`config.mk`:
```
export PLATFORM = sky130hd
export DESIGN_NAME = pipe_register_chain
export DESIGN_NICKNAME = d
export VERILOG_FILES = /design/src/rtl/pipe_register_chain_pkg.sv /design/src/rtl/pipe_register_chain_stage.sv /design/src/rtl/pipe_register_chain.sv
export SDC_FILE = /design/constraint.sdc
export NUM_CORES = 1
export LEC_CHECK = 0
export ABC_AREA = 0
export ABC_CLOCK_PERIOD_IN_PS = 1400
export BUFFER_PORTS_ARGS = -buffer_cell sky130_fd_sc_hd__buf_2
export CORE_MARGIN = 8
export CORE_UTILIZATION = 36
export CTS_CLUSTER_DIAMETER = 120
export CTS_CLUSTER_SIZE = 25
export DETAILED_ROUTE_END_ITERATION = 6
export HOLD_SLACK_MARGIN = 0.1
export MAX_ROUTING_LAYER = met4
export REMOVE_ABC_BUFFERS = 1
export SLEW_MARGIN = 20
export SYNTH_ARGS = -nofsm -noshare
export SYNTH_HDL_FRONTEND = slang
export SYNTH_SLANG_ARGS = --single-unit
```
`constraint.sdc`:
```
create_clock -name CLK -period 1.4 [get_ports CLK]
set_input_delay 0.28 -clock CLK [delete_from_list [all_inputs] [get_ports CLK]]
set_output_delay 0.28 -clock CLK [all_outputs]
set_load 0.005 [all_outputs]
```
`src/rtl/pipe_register_chain_pkg.sv`:
```
// Shared definitions for the pipe_register_chain slice: default geometry
// and the helper that sizes the occupancy counter.
package pipe_pkg;

    localparam int DEFAULT_WIDTH = 8;
    localparam int DEFAULT_DEPTH = 4;

    // Width needed to hold the values 0..depth inclusive.
    function automatic int countWidth(input int depth);
        return (depth < 1) ? 1 : $clog2(depth + 1);
    endfunction

endpackage

```
`src/rtl/pipe_register_chain_stage.sv`:
```
// One pipeline stage: a valid bit plus a data register. The stage takes a
// new word whenever it is empty or its downstream neighbour can move, which
// is what lets bubbles collapse while the tail of the chain is stalled.
module pipe_stage
    import pipe_pkg::*;
#(
    parameter int WIDTH = DEFAULT_WIDTH
) (
    input  logic             CLK,
    input  logic             RST,
    input  logic             FLUSH,
    input  logic             upValid_i,
    input  logic [WIDTH-1:0] upData_i,
    input  logic             dnReady_i,
    output logic             valid_o,
    output logic [WIDTH-1:0] data_o,
    output logic             ready_o
);

    logic             valid_q;
    logic             valid_d;
    logic [WIDTH-1:0] data_q;
    logic [WIDTH-1:0] data_d;

    assign ready_o = !valid_q | dnReady_i;
    assign valid_o = valid_q;
    assign data_o  = data_q;

    // Next state: flush drops the valid but keeps data; data only loads with a valid word.
    always_comb begin
        valid_d = valid_q;
        data_d  = data_q;
        if (FLUSH) begin
            valid_d = 1'b0;
        end else if (ready_o) begin
            valid_d = upValid_i;
            if (upValid_i) begin
                data_d = upData_i;
            end
        end
    end

    // Stage registers with synchronous reset clearing both valid and data.
    always_ff @(posedge CLK) begin
        if (RST) begin
            valid_q <= 1'b0;
            data_q  <= '0;
        end else begin
            valid_q <= valid_d;
            data_q  <= data_d;
        end
    end

endmodule

```
`src/rtl/pipe_register_chain.sv`:
```
// Multi-stage valid/ready pipeline register built from DEPTH pipe_stage
// instances. Ready ripples back combinationally from the consumer so a full
// chain still accepts a word in the same cycle one leaves.
// Optional feature macro: PIPE_COUNT_EN adds the registered COUNT output.
module pipe_register_chain
    import pipe_pkg::*;
#(
    parameter int WIDTH = DEFAULT_WIDTH,
    parameter int DEPTH = DEFAULT_DEPTH,
    parameter int CNT_W = countWidth(DEPTH)
) (
    input  logic             CLK,
    input  logic             RST,
    input  logic             FLUSH,
    input  logic             IN_VALID,
    output logic             IN_READY,
    input  logic [WIDTH-1:0] DATA_IN,
    output logic             OUT_VALID,
    input  logic             OUT_READY,
    output logic [WIDTH-1:0] R
`ifdef PIPE_COUNT_EN
    ,
    output logic [CNT_W-1:0] COUNT
`endif
);

    // A zero-depth chain has no output stage and cannot be built.
    if (DEPTH < 1 || WIDTH < 1 || CNT_W < 1) begin : gParamCheck
        $error("pipe_register_chain: DEPTH and WIDTH must both be at least 1");
    end

    logic [DEPTH-1:0] stageValid;
    logic [DEPTH-1:0] stageReady;
    logic [WIDTH-1:0] stageData [DEPTH];

    assign IN_READY  = stageReady[0] & !FLUSH;
    assign OUT_VALID = stageValid[DEPTH-1];
    assign R         = stageData[DEPTH-1];

    for (genvar i = 0; i < DEPTH; i++) begin : gStage
        logic             upValid;
        logic [WIDTH-1:0] upData;
        logic             dnReady;

        if (i == 0) begin : gHead
            assign upValid = IN_VALID;
            assign upData  = DATA_IN;
        end else begin : gBody
            assign upValid = stageValid[i-1];
            assign upData  = stageData[i-1];
        end

        if (i == DEPTH - 1) begin : gTail
            assign dnReady = OUT_READY;
        end else begin : gInner
            assign dnReady = stageReady[i+1];
        end

        pipe_stage #(
            .WIDTH(WIDTH)
        ) uStage (
            .CLK      (CLK),
            .RST      (RST),
            .FLUSH    (FLUSH),
            .upValid_i(upValid),
            .upData_i (upData),
            .dnReady_i(dnReady),
            .valid_o  (stageValid[i]),
            .data_o   (stageData[i]),
            .ready_o  (stageReady[i])
        );
    end

`ifdef PIPE_COUNT_EN
    logic             inTransfer;
    logic             outTransfer;
    logic [CNT_W-1:0] count_q;
    logic [CNT_W-1:0] count_d;

    assign inTransfer  = IN_VALID & IN_READY;
    assign outTransfer = OUT_VALID & OUT_READY;
    assign COUNT       = count_q;

    // Occupancy tracks transfers; simultaneous in and out cancel, flush empties.
    always_comb begin
        count_d = count_q;
        if (FLUSH) begin
            count_d = '0;
        end else begin
            case ({inTransfer, outTransfer})
                2'b10:   count_d = count_q + CNT_W'(1);
                2'b01:   count_d = count_q - CNT_W'(1);
                default: count_d = count_q;
            endcase
        end
    end

    // Occupancy register, cleared by synchronous reset.
    always_ff @(posedge CLK) begin
        if (RST) begin
            count_q <= '0;
        end else begin
            count_q <= count_d;
        end
    end
`endif

endmodule

```
# Word level (Yosys, flattened, before mapping)
# Cells that the tools add are included.
# word_totals
reg_bits	36
in_bits	13
out_inout_bits	10
elab_cells	24
# op_classes
bitwise_logic	6
reduce_logical	10
# ops
operator	n
3-bit AND reduction	4
1-bit logical NOT	5
1-bit bitwise OR	4
2-bit OR reduction	1
1-bit AND	1
1-bit inverter	1

# Depth between registers and ports, before layout
# Gate-level depths: netlist of the first run.
# logic_depth
ltp_word	6
ltp_mapped	5
ltp_nobuf	3

# By module
# A second synthesis of the first run with hierarchy kept.
# unflattened
hier_cells	161
area_unflattened_um2	1670.4
# by_module_without_submodules
module	instances	cells_per_inst	area_per_inst_um2	seq_area_each_um2
pipe_stage	4	40	414.1	180.2
pipe_register_chain	1	1	13.8	0.0

# Least setup slack after synthesis of the first run
# No wires, ideal clock.
# synth_path
path_type	flip-flop to output port
start	register gStage[2].uStage.valid_q
end	output IN_READY
arrival_time_ps	932
setup_slack_ps	188
stages_incl_launch_ff	5
n_path_buf	2
path_cell_list	dfxtp_1 buf_6 and4b_4 buf_4 a21oi_1
# synth_via
elab_chain_len	5
# synth_lines
element	line_no	rtl
start, declared	pipe_register_chain_stage.sv:20	logic valid_q;
start signal, assigned	pipe_register_chain_stage.sv:49	valid_q <= valid_d;
1-bit logical NOT	pipe_register_chain_stage.sv:25	assign ready_o = !valid_q | dnReady_i;
1-bit bitwise OR (3 in a row)	pipe_register_chain_stage.sv:25	
1-bit AND	pipe_register_chain.sv:36	assign IN_READY = stageReady[0] & !FLUSH;
end, declared	pipe_register_chain.sv:16	output logic IN_READY,
# No other way between the ends.

# Worst setup path in the final report of the first run
# layout_path
start	register gStage[3].uStage.valid_q
end	output IN_READY
# layout_via
elab_chain_len	6
# layout_lines
element	line_no
start, declared	pipe_register_chain_stage.sv:20
start signal, assigned	pipe_register_chain_stage.sv:49
1-bit logical NOT	pipe_register_chain_stage.sv:25
1-bit bitwise OR (4 in a row)	pipe_register_chain_stage.sv:25
1-bit AND	pipe_register_chain.sv:36
# No other way between the ends.

==> flow_metrics.env, run 1 <==
export IMPL_max_slew_margin_rel=0.750
export IMPL_utilization=0.441
export IMPL_finalCriticalPeriod_ns=1.36
export IMPL_critPathMaxStageDelay_ns=0.36
export IMPL_gr_total_overflow=0
export IMPL_dp_cells=230
export IMPL_part_of_the_yosys_area_used_for_sequential_elements=0.488
export IMPL_clock_power_share=0.358
export IMPL_worstSetupEndpointType="primary output"
export IMPL_cpMaxStageDelayCell="sky130_fd_sc_hd__dfxtp_4"
export IMPL_syn2layout_area_growth_pct=18.6
export IMPL_place_gp_congestion=0.703
export IMPL_cts_tree="built"
export IMPL_ys_async_sr_fraction=0
export IMPL_syn_cell_area_um2=1480
export IMPL_cts_root_buf="sky130_fd_sc_hd__clkbuf_8"
export IMPL_placement_setup_worst_slack_ns=0.0497
export IMPL_grt_start_max_net_pins=24
export IMPL_worstPathCellList="and4b_4, a21oi_1, buf_2"
export IMPL_switchingPower_w=0.000378
export IMPL_chipWidth_um=80.0
export IMPL_finalWorstSetupSlack_ns=0.0368
export IMPL_detail_route_wl_per_cell_um=12.5
export IMPL_syn_avg_cell_area_um2=8.89
export IMPL_yosys_cell_count_top_type="sky130_fd_sc_hd__dfxtp_1"
export IMPL_buffer_ports_inserted=22
export IMPL_sequential_share_of_power=0.586
export IMPL_fin_cells=240
export IMPL_htreeDepth=2
export IMPL_ys_dominant_reg_cell="sky130_fd_sc_hd__dfxtp_1"
export IMPL_stdcell_area_um2=1750
export IMPL_synth_warnings=0
export IMPL_yosys_top_cells_count="36 x sky130_fd_sc_hd__dfxtp_1, 26 x sky130_fd_sc_hd__a21oi_1, 24 x sky130_fd_sc_hd__nand3_1, 21 x sky130_fd_sc_hd__nand2b_1, 17 x sky130_fd_sc_hd__o21ai_0"
export IMPL_worst_r2r_path_depth=5
export IMPL_fin_worst_skew_ns=0.00246
export IMPL_power_total_w=0.00178
export IMPL_dieArea_um2=6410
export IMPL_min_delay_endpoint="gStage[0].uStage.data_o[4]$_SDFFE_PP0P_"
export IMPL_worst_hold_path_num_cells=3
export IMPL_number_of_enable_flip_flop_cells_after_synthesis=0
export IMPL_clock_sink_count=36
export IMPL_track_usage=0.107
export IMPL_synth_area_leaders="sky130_fd_sc_hd__dfxtp_1 49%, sky130_fd_sc_hd__nand2b_1 8.9%, sky130_fd_sc_hd__a21oi_1 8.8%"
export IMPL_placedInstanceArea_um2=1620
export IMPL_critPathArrivalTime_ns=1.08
export IMPL_wl_um=3000
export IMPL_grt_busiest_layer="met2"
export IMPL_max_capacitance_violation_count=0
export IMPL_globalRouteMet3Util=0.0484
export IMPL_met2_usage=0.174
export IMPL_grt_pass1_wl_um=5300
export IMPL_worst_slew_pin_slew_ns=0.373
export IMPL_worst_r2r_startpoint="gStage[3].uStage.valid_o$_SDFFE_PP0P_"
export IMPL_cts_max_path_buffers=2
export IMPL_vias_in_the_first_global_route=1211
export IMPL_cts_buffer_count=5
export IMPL_launch_instance_of_the_worst_min_delay_path="DATA_IN[4]"
export IMPL_nets=205
export IMPL_max_vdd_ir_drop_uv=584
export IMPL_antenna_found_initial=0
export IMPL_vias=1195
export IMPL_fmaxAchievable_mhz=734
export IMPL_finalMaxSlewViolations=0
export IMPL_worst_setup_hold_path_clk_slew_ns=0.06
export IMPL_cp_required_ns=1.12
export IMPL_number_of_hold_repair_buffers_added_at_the_cts_stage=0
export IMPL_pwr_density_cell_nw_per_um2=1020
export IMPL_initialDrtViolationCount=71
export IMPL_cell_internal_pwr_w=0.00141
export IMPL_core_area_um2=3970
export IMPL_grt_util_met1=0.111
export IMPL_final_period_utilization=0.974
export IMPL_die_y_um=80.0
export IMPL_synth_top_cell_by_area="sky130_fd_sc_hd__dfxtp_1"
export IMPL_dp_hpwl_um=2220
export IMPL_power_share_switching=0.212
export IMPL_run_status="finished clean"
export IMPL_initial_core_util=0.372
export IMPL_combinationalPowerShare=0.055
export IMPL_final_antenna_net_count=0
export IMPL_boundaryPins=23
export IMPL_rr_endpoint="gStage[0].uStage.data_o[6]$_SDFFE_PP0P_"
export IMPL_diodes=0
export IMPL_yosys_register_bits=36
export IMPL_clock_latency_ns=0.28
export IMPL_final_hold_viol_count=0
export IMPL_cp_buffers_inverters=1
export IMPL_critical_path_max_fanout=6
export IMPL_cp_start_kind="flop"
export IMPL_vias_per_cell=4.98
export IMPL_drt_pass1_iterations=4
export IMPL_timing_final_setup_violations=0
export IMPL_criticalPathCategory="reg -> out"
export IMPL_num_rows=23
export IMPL_critical_path_top_delay_family="flip-flops"
export IMPL_worst_min_path_class="in -> reg"
export IMPL_leakage_dissipation_nw=0.639
export IMPL_post_route_drc_count=0
export IMPL_synthDistinctLibCells=21
export IMPL_layout_drive_gt1_share=0.221
export IMPL_synth_top_area_share=0.488
export IMPL_reg2reg_slack_ns=0.12
export IMPL_synth_cells=166
## metal layers
metal,share of wire,wire length (um)
met5,0,0
met4,0.015,44
met3,0.063,189
met2,0.47,1420
met1,0.45,1350
## stage by stage
stage | hold WS, ns | TNS (ns)
2_1_floorplan | 0.349 | 0
3_3_place_gp | 0.453 | 0
3_5_place_dp | 0.462 | 0
4_1_cts | 0.244 | 0
5_1_grt | 0.249 | -0.00137
6_report | 0.251 | 0
## layout make-up
cell class / count / area, um^2
Clock buffer: 5 / 68.8
Fill cell: 408 / 2220
Multi-Input combinational cell: 117 / 693
Sequential cell: 36 / 729
Tap cell: 50 / 62.6
Timing Repair Buffer: 32 / 198
## cell families (layout without fill, tap and decap cells)
group | Yosys count | after routing | synth area share
buf+inv | 13 | 37 | 0.0424
mux | 8 | 8 | 0.0542
simple gates | 55 | 55 | 0.219
flops | 36 | 36 | 0.488
compound gates | 54 | 54 | 0.196
## placed cells by master (no fill, tap or decap)
| cell | n |
|---|---|
| sky130_fd_sc_hd__o21ai_1 | 7 |
| sky130_fd_sc_hd__clkbuf_8 | 5 |
| sky130_fd_sc_hd__buf_12 | 1 |
| sky130_fd_sc_hd__nor3_1 | 1 |
| sky130_fd_sc_hd__and3b_1 | 1 |
| sky130_fd_sc_hd__dfxtp_2 | 1 |
| sky130_fd_sc_hd__dfxtp_1 | 33 |
| sky130_fd_sc_hd__o21ai_0 | 17 |
| sky130_fd_sc_hd__nor2_1 | 1 |
| sky130_fd_sc_hd__nor2b_1 | 4 |
| sky130_fd_sc_hd__buf_4 | 9 |
| sky130_fd_sc_hd__nand3_1 | 24 |
| sky130_fd_sc_hd__a21oi_4 | 1 |
| sky130_fd_sc_hd__a21oi_1 | 26 |
| sky130_fd_sc_hd__o21a_1 | 3 |
| sky130_fd_sc_hd__nand3b_1 | 1 |
| sky130_fd_sc_hd__nand2b_1 | 21 |
| sky130_fd_sc_hd__dfxtp_4 | 2 |
| sky130_fd_sc_hd__nand4b_1 | 1 |
| sky130_fd_sc_hd__and4b_4 | 1 |
| sky130_fd_sc_hd__mux2i_1 | 8 |
| sky130_fd_sc_hd__buf_2 | 22 |
## power groups by stage
| stage | clock network [W] | logic (W) | registers, W |
|---|---|---|---|
| 6_report | 0.000639 | 0.0000988 | 0.00105 |
| 5_1_grt | 0.000698 | 0.000110 | 0.00105 |
| 4_1_cts | 0.000663 | 0.0000922 | 0.00105 |
| 3_5_place_dp | 0 | 0.0000919 | 0.00107 |
| 3_3_place_gp | 0 | 0.0000874 | 0.00107 |
| 2_1_floorplan | 0 | 0.0000460 | 0.00107 |
## tightest hold or removal path, stage by stage
cell                       delay, ns
sky130_fd_sc_hd__buf_2          0.10
sky130_fd_sc_hd__nand2b_1       0.05
sky130_fd_sc_hd__mux2i_1        0.06
## registers in the layout, summed over array words and instances (netlist names)
| register | flops |
|---|---|
| gStage.uStage.data_o | 32 |
| gStage.uStage.valid_o | 4 |
## what timing repair did
action	CTS	global route
setup endpoints to repair	1	9
resized for setup	3	2
endpoints found under the hold margin	0	0
buffers inserted	1	4
pin swaps	1	1
## worst max-delay path by stage
stage	start	to	slack, ns	depth (start not counted)
floorplan	gStage[2].uStage.valid_o$_SDFFE_PP0P_	gStage[0].uStage.data_o[0]$_SDFFE_PP0P_	0.24	3
global placement	OUT_READY	IN_READY	0.07	4
detailed placement	OUT_READY	gStage[0].uStage.data_o[6]$_SDFFE_PP0P_	0.05	4
CTS	gStage[2].uStage.valid_o$_SDFFE_PP0P_	IN_READY	0.001	3
global route	gStage[3].uStage.valid_o$_SDFFE_PP0P_	IN_READY	-0.001	3
finish	gStage[3].uStage.valid_o$_SDFFE_PP0P_	IN_READY	0.04	3
Power figures use the tool's default switching activity.
==> inputs of run 2 (changes only) <==
PLACE_DENSITY = 0.65   (was not set)
==> flow_metrics.env, run 2 (synthesized netlist as in run 1, its figures left out) <==
export IMPL_gr_total_overflow=0
export IMPL_utilization=0.447
export IMPL_max_vdd_ir_drop_uv=572
export IMPL_grt_start_max_net_pins=23
export IMPL_initialDrtViolationCount=112
export IMPL_max_capacitance_violation_count=0
export IMPL_boundaryPins=23
export IMPL_placedInstanceArea_um2=1630
export IMPL_dp_hpwl_um=2000
export IMPL_switchingPower_w=0.000402
export IMPL_criticalPathCategory="reg -> out"
export IMPL_setup_repair_after_global_routing_missed_its_margin="false"
export IMPL_worst_min_path_class="in -> reg"
export IMPL_post_route_drc_count=0
export IMPL_antenna_found_initial=0
export IMPL_vias=1179
export IMPL_worstPathCellList="and4b_4, a21oi_1, buf_2"
export IMPL_die_y_um=80.0
export IMPL_worstSetupEndpointType="primary output"
export IMPL_number_of_hold_repair_buffers_added_at_the_cts_stage=0
export IMPL_cell_internal_pwr_w=0.00148
export IMPL_largest_register_ff_count=32
export IMPL_fin_worst_skew_ns=0.00198
export IMPL_final_hold_viol_count=0
export IMPL_layout_filler_cells=411
export IMPL_diodes=0
export IMPL_clock_power_share=0.395
export IMPL_setup_tns_ns=0
export IMPL_drt_pass1_iterations=4
export IMPL_cts_tree="built"
export IMPL_cts_buffer_count=5
export IMPL_combinationalPowerShare=0.049
export IMPL_critical_path_top_delay_family="flip-flops"
export IMPL_area_occupied_by_multi_input_gates_um2=693
export IMPL_power_share_switching=0.213
export IMPL_mostFrequentLayoutCells="33 x sky130_fd_sc_hd__dfxtp_1, 26 x sky130_fd_sc_hd__a21oi_1, 24 x sky130_fd_sc_hd__nand3_1, 22 x sky130_fd_sc_hd__buf_2, 21 x sky130_fd_sc_hd__nand2b_1"
export IMPL_stdcell_area_um2=1780
export IMPL_cpMaxStageDelayCell="sky130_fd_sc_hd__dfxtp_4"
export IMPL_leakage_dissipation_nw=0.656
export IMPL_place_gp_congestion=0.646
export IMPL_worst_slew_pin_slew_ns=0.357
export IMPL_clock_sink_count=36
export IMPL_finalCriticalPeriod_ns=1.35
export IMPL_seq_area_um2=729
export IMPL_clock_latency_ns=0.29
export IMPL_layout_commonest_cell="sky130_fd_sc_hd__dfxtp_1"
export IMPL_track_usage=0.0994
export IMPL_num_rows=23
export IMPL_critPathMaxStageDelay_ns=0.35
export IMPL_final_period_utilization=0.968
export IMPL_chipWidth_um=80.0
export IMPL_run_status="finished clean"
export IMPL_cts_root_buf="sky130_fd_sc_hd__clkbuf_8"
export IMPL_cts_max_path_buffers=2
export IMPL_initial_core_util=0.372
export IMPL_timing_final_setup_violations=0
export IMPL_grt_pass1_wl_um=4990
export IMPL_core_area_um2=3970
export IMPL_sequential_share_of_power=0.555
export IMPL_finalMaxSlewViolations=0
export IMPL_nets=207
export IMPL_htreeDepth=2
export IMPL_max_slew_margin_rel=0.762
export IMPL_syn2layout_area_growth_pct=20.3
export IMPL_critPathArrivalTime_ns=1.07
export IMPL_pwr_density_cell_nw_per_um2=1060
export IMPL_layout_drive_gt1_share=0.231
export IMPL_vias_in_the_first_global_route=1130
export IMPL_critical_path_max_fanout=3
export IMPL_cp_required_ns=1.12
export IMPL_dieArea_um2=6410
export IMPL_detail_route_wl_per_cell_um=11.8
export IMPL_worst_setup_hold_path_clk_slew_ns=0.07
export IMPL_cp_start_kind="flop"
export IMPL_final_antenna_net_count=0
export IMPL_fmaxAchievable_mhz=738
export IMPL_buffer_ports_inserted=22
export IMPL_cp_buffers_inverters=1
export IMPL_wl_um=2880
export IMPL_vias_per_cell=4.81
-- run 2: changes by cell type in the layout (fill, tap and decap cells not counted), sizes merged --
cell	previous run	this run
clkbuf	5	8
buf	32	34
-- run 2: repair_timing --
| item | in CTS | in global routing |
|---|---|---|
| buffers inserted | 1 | 5 |
| resized for setup | 4 | 1 |
| setup endpoints to repair | 1 | 2 |
| pin swaps | 1 | 0 |
-- run 2: area by class of cell --
cell class	instances	area share
clock buffer	8	0.0507
sequential	36	0.411
timing repair buffer	34	0.113
tap	50	0.0352
multi-input combinational	117	0.390
-- run 2: worst reg2reg max path: stages (launching register included) --
cell and delay (ns):
sky130_fd_sc_hd__dfxtp_4 0.35, sky130_fd_sc_hd__and4b_4 0.20, sky130_fd_sc_hd__buf_4 0.14, sky130_fd_sc_hd__a21oi_4 0.33
sky130_fd_sc_hd__mux2i_1 0.24
-- run 2: per-layer routing --
| metal | part of all wire | GRT usage | vias to the layer above |
|---|---|---|---|
| li1 | - | - | 637 |
| met2 | 0.43 | 0.133 | 23 |
| met1 | 0.49 | 0.122 | 513 |
| met5 | 0 | - | - |
| met3 | 0.058 | 0.0383 | 6 |
| met4 | 0.019 | 0.0600 | 0 |
-- run 2: worst paths after layout --
kind,startpoint,end,slack [ns],cells past startpoint
max,gStage[3].uStage.valid_o$_SDFFE_PP0P_,IN_READY,0.05,3
min,DATA_IN[1],gStage[0].uStage.data_o[1]$_SDFFE_PP0P_,0.25,3
max reg2reg,gStage[3].uStage.valid_o$_SDFFE_PP0P_,gStage[0].uStage.data_o[7]$_SDFFE_PP0P_,0.07,4
min reg2reg,gStage[2].uStage.data_o[7]$_SDFFE_PP0P_,gStage[3].uStage.data_o[7]$_SDFFE_PP0P_,0.46,2
-- run 2: per-stage QoR --
| step | hold WS [ns] | instances | total power (W) | setup WS, ns |
|---|---|---|---|---|
| 3_3_place_gp | 0.451 | 231 | 0.00116 | 0.162 |
| 3_5_place_dp | 0.455 | 231 | 0.00116 | 0.139 |
| 6_report | 0.247 | 245 | 0.00188 | 0.0453 |
| 5_1_grt | 0.260 | 245 | 0.00196 | 0.00799 |
| 2_1_floorplan | 0.349 | 153 | 0.00112 | 0.244 |
| 4_1_cts | 0.243 | 240 | 0.00191 | 0.0163 |
-- run 2: power groups by stage --
stage / Combinational, W / Clock [W] / Sequential [W]
2_1_floorplan: 0.0000460 / 0 / 0.00107
3_3_place_gp: 0.0000909 / 0 / 0.00107
3_5_place_dp: 0.0000916 / 0 / 0.00107
4_1_cts: 0.0000921 / 0.000771 / 0.00105
5_1_grt: 0.000104 / 0.000814 / 0.00105
6_report: 0.0000932 / 0.000745 / 0.00105
